[src/rtl/hicore_mem_queue_arb.sv]
// rtl/hicore_mem_queue_arb.sv - two-requester arbiter feeding the memory-issue queue, with a lockstep source-tag FIFO
// Optional: HICORE_MQARB_FIXED_PRIO_EN selects fixed priority (requester 0 wins ties) instead of round-robin.
module hicore_mem_queue_arb #(
    parameter int DW      = 64,
    parameter int DP      = 4,
    parameter int LOGDP   = 2,
    parameter int MAX_OUT = 3,
    parameter int CW      = 3
) (
    input  logic          clk,
    input  logic          rst,
    input  logic          r0_valid,
    output logic          r0_ready,
    input  logic          r0_cancel,
    input  logic [DW-1:0] r0_info,
    input  logic          r1_valid,
    output logic          r1_ready,
    input  logic          r1_cancel,
    input  logic [DW-1:0] r1_info,
    output logic          q_i_valid,
    input  logic          q_i_ready,
    output logic          q_i_cancel,
    output logic [DW-1:0] q_i_info,
    input  logic          q_o_valid,
    input  logic          q_o_ready,
    output logic          o_src,
    input  logic          flush,
    output logic [CW-1:0] cnt0,
    output logic [CW-1:0] cnt1
);

    logic [LOGDP:0] wr_ptr_q, wr_ptr_d;
    logic [LOGDP:0] rd_ptr_q, rd_ptr_d;
    logic           tag_q [DP];
    logic [CW-1:0]  cnt0_q, cnt0_d;
    logic [CW-1:0]  cnt1_q, cnt1_d;
    logic           tag_full, tag_empty;
    logic           elig0, elig1, grant0, grant1;
    logic           accept, pop, head_src, dec0, dec1;

    assign tag_full  = (wr_ptr_q[LOGDP] != rd_ptr_q[LOGDP]) &&
                       (wr_ptr_q[LOGDP-1:0] == rd_ptr_q[LOGDP-1:0]);
    assign tag_empty = (wr_ptr_q == rd_ptr_q);

    assign elig0 = r0_valid & (cnt0_q < CW'(MAX_OUT)) & q_i_ready & ~flush & ~tag_full;
    assign elig1 = r1_valid & (cnt1_q < CW'(MAX_OUT)) & q_i_ready & ~flush & ~tag_full;

`ifdef HICORE_MQARB_FIXED_PRIO_EN
    assign grant0 = elig0;
    assign grant1 = elig1 & ~elig0;
`else
    // last_grant_q = 1 means requester 1 was served last, so requester 0 wins the next tie.
    logic last_grant_q, last_grant_d;

    assign grant0 = elig0 & (~elig1 | last_grant_q);
    assign grant1 = elig1 & (~elig0 | ~last_grant_q);
    assign last_grant_d = accept ? grant1 : last_grant_q;

    always_ff @(posedge clk) begin
        if (rst) begin
            last_grant_q <= 1'b1;
        end else begin
            last_grant_q <= last_grant_d;
        end
    end
`endif

    assign r0_ready   = grant0;
    assign r1_ready   = grant1;
    assign q_i_valid  = grant0 | grant1;
    assign q_i_info   = grant0 ? r0_info   : (grant1 ? r1_info   : '0);
    assign q_i_cancel = grant0 ? r0_cancel : (grant1 ? r1_cancel : 1'b0);

    assign accept   = q_i_valid & q_i_ready;
    // A pop against an empty tag FIFO is a protocol error; it is flagged below and ignored here.
    assign pop      = q_o_valid & q_o_ready & ~tag_empty;
    assign head_src = tag_q[rd_ptr_q[LOGDP-1:0]];
    assign dec0     = pop & ~head_src;
    assign dec1     = pop & head_src;

    assign wr_ptr_d = accept ? wr_ptr_q + 1'b1 : wr_ptr_q;
    assign rd_ptr_d = pop    ? rd_ptr_q + 1'b1 : rd_ptr_q;
    assign cnt0_d   = cnt0_q + CW'(grant0) - CW'(dec0);
    assign cnt1_d   = cnt1_q + CW'(grant1) - CW'(dec1);

    always_ff @(posedge clk) begin
        if (rst) begin
            wr_ptr_q <= '0;
            rd_ptr_q <= '0;
            cnt0_q   <= '0;
            cnt1_q   <= '0;
        end else begin
            wr_ptr_q <= wr_ptr_d;
            rd_ptr_q <= rd_ptr_d;
            cnt0_q   <= cnt0_d;
            cnt1_q   <= cnt1_d;
        end
    end

    always_ff @(posedge clk) begin
        if (accept) begin
            tag_q[wr_ptr_q[LOGDP-1:0]] <= grant1;
        end
    end

    always_ff @(posedge clk) begin
        if (!rst) begin
            assert (!(q_o_valid && q_o_ready && tag_empty));
            assert (!(cnt0_q == CW'(DP) && grant0 && !dec0));
            assert (!(cnt1_q == CW'(DP) && grant1 && !dec1));
            assert (!(cnt0_q == '0 && dec0 && !grant0));
            assert (!(cnt1_q == '0 && dec1 && !grant1));
        end
    end

    assign o_src = head_src;
    assign cnt0  = cnt0_q;
    assign cnt1  = cnt1_q;

endmodule

[config.mk]
export PLATFORM = sky130hd
export DESIGN_NAME = hicore_mem_queue_arb
export DESIGN_NICKNAME = d
export VERILOG_FILES = /design/src/rtl/hicore_mem_queue_arb.sv
export SDC_FILE = /design/constraint.sdc
export NUM_CORES = 1
export LEC_CHECK = 0
export CELL_PAD_IN_SITES_DETAIL_PLACEMENT = 0
export CELL_PAD_IN_SITES_GLOBAL_PLACEMENT = 2
export CORE_UTILIZATION = 15
export CTS_CLUSTER_SIZE = 25
export DETAILED_ROUTE_END_ITERATION = 8
export PLACE_DENSITY_LB_ADDON = 0.25
export SETUP_SLACK_MARGIN = 0.2
export SYNTH_ARGS = -nofsm -noshare
export SYNTH_HDL_FRONTEND = slang
export SYNTH_SLANG_ARGS = --single-unit
[constraint.sdc]
create_clock -name clk -period 4.79 [get_ports clk]
set_input_delay 0.479 -clock clk [delete_from_list [all_inputs] [get_ports clk]]
set_output_delay 0.479 -clock clk [all_outputs]
set_load 0.01 [all_outputs]
==> results_dict.tcl <==
set metrics [dict create \
    multi_input_area_um2 1500 \
    die_w_um 121 \
    post-route-period-util 0.753 \
    synth.largest_area_cell "a22oi_2" \
    final_util 0.321 \
    hold_viol_final 0 \
    internal-power_uw 524 \
    ys_seq_area_frac 0.199 \
    critPathLaunch "flush" \
    h-tree-depth 1 \
    worstSetupStartpointType "primary input" \
    drc_errors 0 \
    synthesis.nets 406 \
    cts_root_buffer "clkbuf_16" \
    drt_first_pass_iters 4 \
    die_h_um 121 \
    power_density_nw_per_um2 167 \
    synth.most_common_cell "nor2_1" \
    cts_made_buffers 3 \
    cts_tree "yes" \
    vias 2641 \
    power_leakage_uw 0.00165 \
    post_cts_buffers 0 \
    ir_drop_mv 0.147 \
    yosys_warnings 0 \
    ctsHoldBuffers 0 \
    timing.fmax_mhz 277 \
    ctsResizeCount 0 \
    syn_area_um2 2110 \
    initial_core_util 0.153 \
    power_switching_uw 217 \
    p_seq_frac 0.255 \
    synth.distinct_cells 38 \
    core_region_area_um2 13800 \
    rr_worst_depth 11 \
    layout-drive-gt1-share 0.0905 \
    synthArstFlopShare 0 \
    antenna_left 0 \
    slew_viol_final 0 \
    placedInstanceArea_um2 4360 \
    rsz0062_at_grt "false" \
    num-nets-final 605 \
    synth_ff_type "dfxtp_1" \
    grt_start_max_net_pins 71 \
    yosys-top-cells-count "nor2_1, a22oi_1, a22oi_2" \
    setup.worst_path.end "r1_ready" \
    numClockSinks 19 \
    power_frac_comb 0.514 \
    wl_per_cell_um 14.1 \
    pin_count 213 \
    clk_pin_slew_ns 0.05 \
    fp-row-count 43 \
    io_buffers 212 \
    drt-total-wl_mm 8.90 \
    antenna_found_initial 0 \
    timing.final.crit_period_ns 3.61 \
    hpwlAfterDp_mm 6.96 \
    worstHoldPathType "reg -> reg" \
    ys_ff_latch 19 \
    synth_top_area_share 0.160 \
    fin_worst_skew_ns 0.00119 \
    r2r-end "cnt1[2]" \
    setup_tns_ns 0 \
    synthCells 255 \
    worstMarginPinSlew_ns 0.775 \
    slew_headroom 0.483 \
    r2r-start "cnt0[2]" \
    overflow 0 \
    final_area_um2 4440 \
    dieArea_um2 14600 \
    avgSynthCellArea_um2 8.29 \
    swShare 0.293 \
    p_clk_frac 0.231 \
    drv_cap 0 \
    reg2reg_slack_ns 1.70 \
    areaGrowthSynthToFinish_pct 110 \
    arrival_ns 3.13 \
    n_fill_cell 1432 \
    regArea_um2 420 \
    clock_latency_ns 0.25 \
    status "completed" \
    drt_iter0_drc 109 \
    synth_edf_count 4 \
    gr-usage-all-layers 0.115 \
    synthTopCellsByArea "a22oi_2, dfxtp_1, a22oi_1" \
    viasPerCell 4.17 \
    finalSetupViolations 0 \
    required_ns 4.31 \
    grt_pass1_vias 2562 \
    path_class "in -> out" \
    clk_path_buf_depth 2 \
    n_antenna_cell 0 \
    grt_pass1_wl_mm 13.1 \
    gp_congestion 0.714 \
    critPathCaptureType "primary output" \
    cp_max_fo 14 \
]
==> cell usage in the layout, fill, tap and decap left out, types with 3 or more instances in the layout <==
cell type	Yosys	final
nand2_1	6	6
xor2_1	4	4
a22oi_1	38	38
a22oi_2	27	27
nor2b_1	6	6
clkdlybuf4s50_1	0	212
inv_1	12	12
edfxtp_1	4	4
nor2_1	74	74
dfxtp_1	15	15
and2_1	7	7
clkbuf_16	0	3
ha_1	11	11
xnor2_1	3	3
==> per-stage QoR <==
step                      std cells  hold WS (ns)  setup slack [ns]  power (µW)
after floorplan                 255         0.490              2.14         340
after global placement          629         0.520              1.20         579
after detailed placement        629         0.537              1.15         578
after CTS                       633         0.545              1.15         752
after global routing            633         0.567             0.972         787
final                           633         0.539              1.18         740
==> routing by layer <==
layer  track usage  routed length (µm)
met1         0.129                3540
met5             0                   0
met2         0.223                4680
met4        0.0139                  34
met3        0.0288                 654
==> critical path, stage by stage <==
cell	delay (ns)
clkdlybuf4s50_1	0.48
and4bb_4	0.26
a311oi_4	0.58
buf_4	0.33
nor2b_1	0.39
clkdlybuf4s50_1	0.62
==> cells by family after synthesis <==
group,count (synthesis),synth area share
flops,19,0.199
compound gates,76,0.344
buf+inv,34,0.0994
xor+xnor,7,0.0290
simple gates,102,0.220
fa+ha+maj,13,0.0840
mux,4,0.0254
==> worst min path at each step <==
stage                start  slack [ns]  depth (start not counted)     endpoint
6_report       wr_ptr_q[1]        0.54                          2  wr_ptr_q[1]
5_1_grt        wr_ptr_q[1]        0.57                          2  wr_ptr_q[1]
4_1_cts        wr_ptr_q[1]        0.54                          2  wr_ptr_q[1]
3_5_place_dp   wr_ptr_q[1]        0.54                          2  wr_ptr_q[1]
3_3_place_gp   wr_ptr_q[1]        0.52                          2  wr_ptr_q[1]
2_1_floorplan  wr_ptr_q[1]        0.49                          2  wr_ptr_q[1]
==> power groups by stage <==
stage | Sequential, µW | Combinational (µW) | Clock (µW)
global route | 191 | 412 | 184
floorplan | 191 | 149 | 0
CTS | 190 | 387 | 176
finish | 189 | 380 | 171
detailed placement | 193 | 384 | 0
global placement | 194 | 385 | 0
==> final cells by class <==
type / count / area share
repair buffers: 216 / 0.490
multi-input cells: 202 / 0.337
flip-flops and latches: 19 / 0.0946
well taps: 180 / 0.0507
clock buffers: 3 / 0.0169
inverters: 12 / 0.0101
clock inverters: 1 / 0.00113
(Power assumes the default switching activity.)
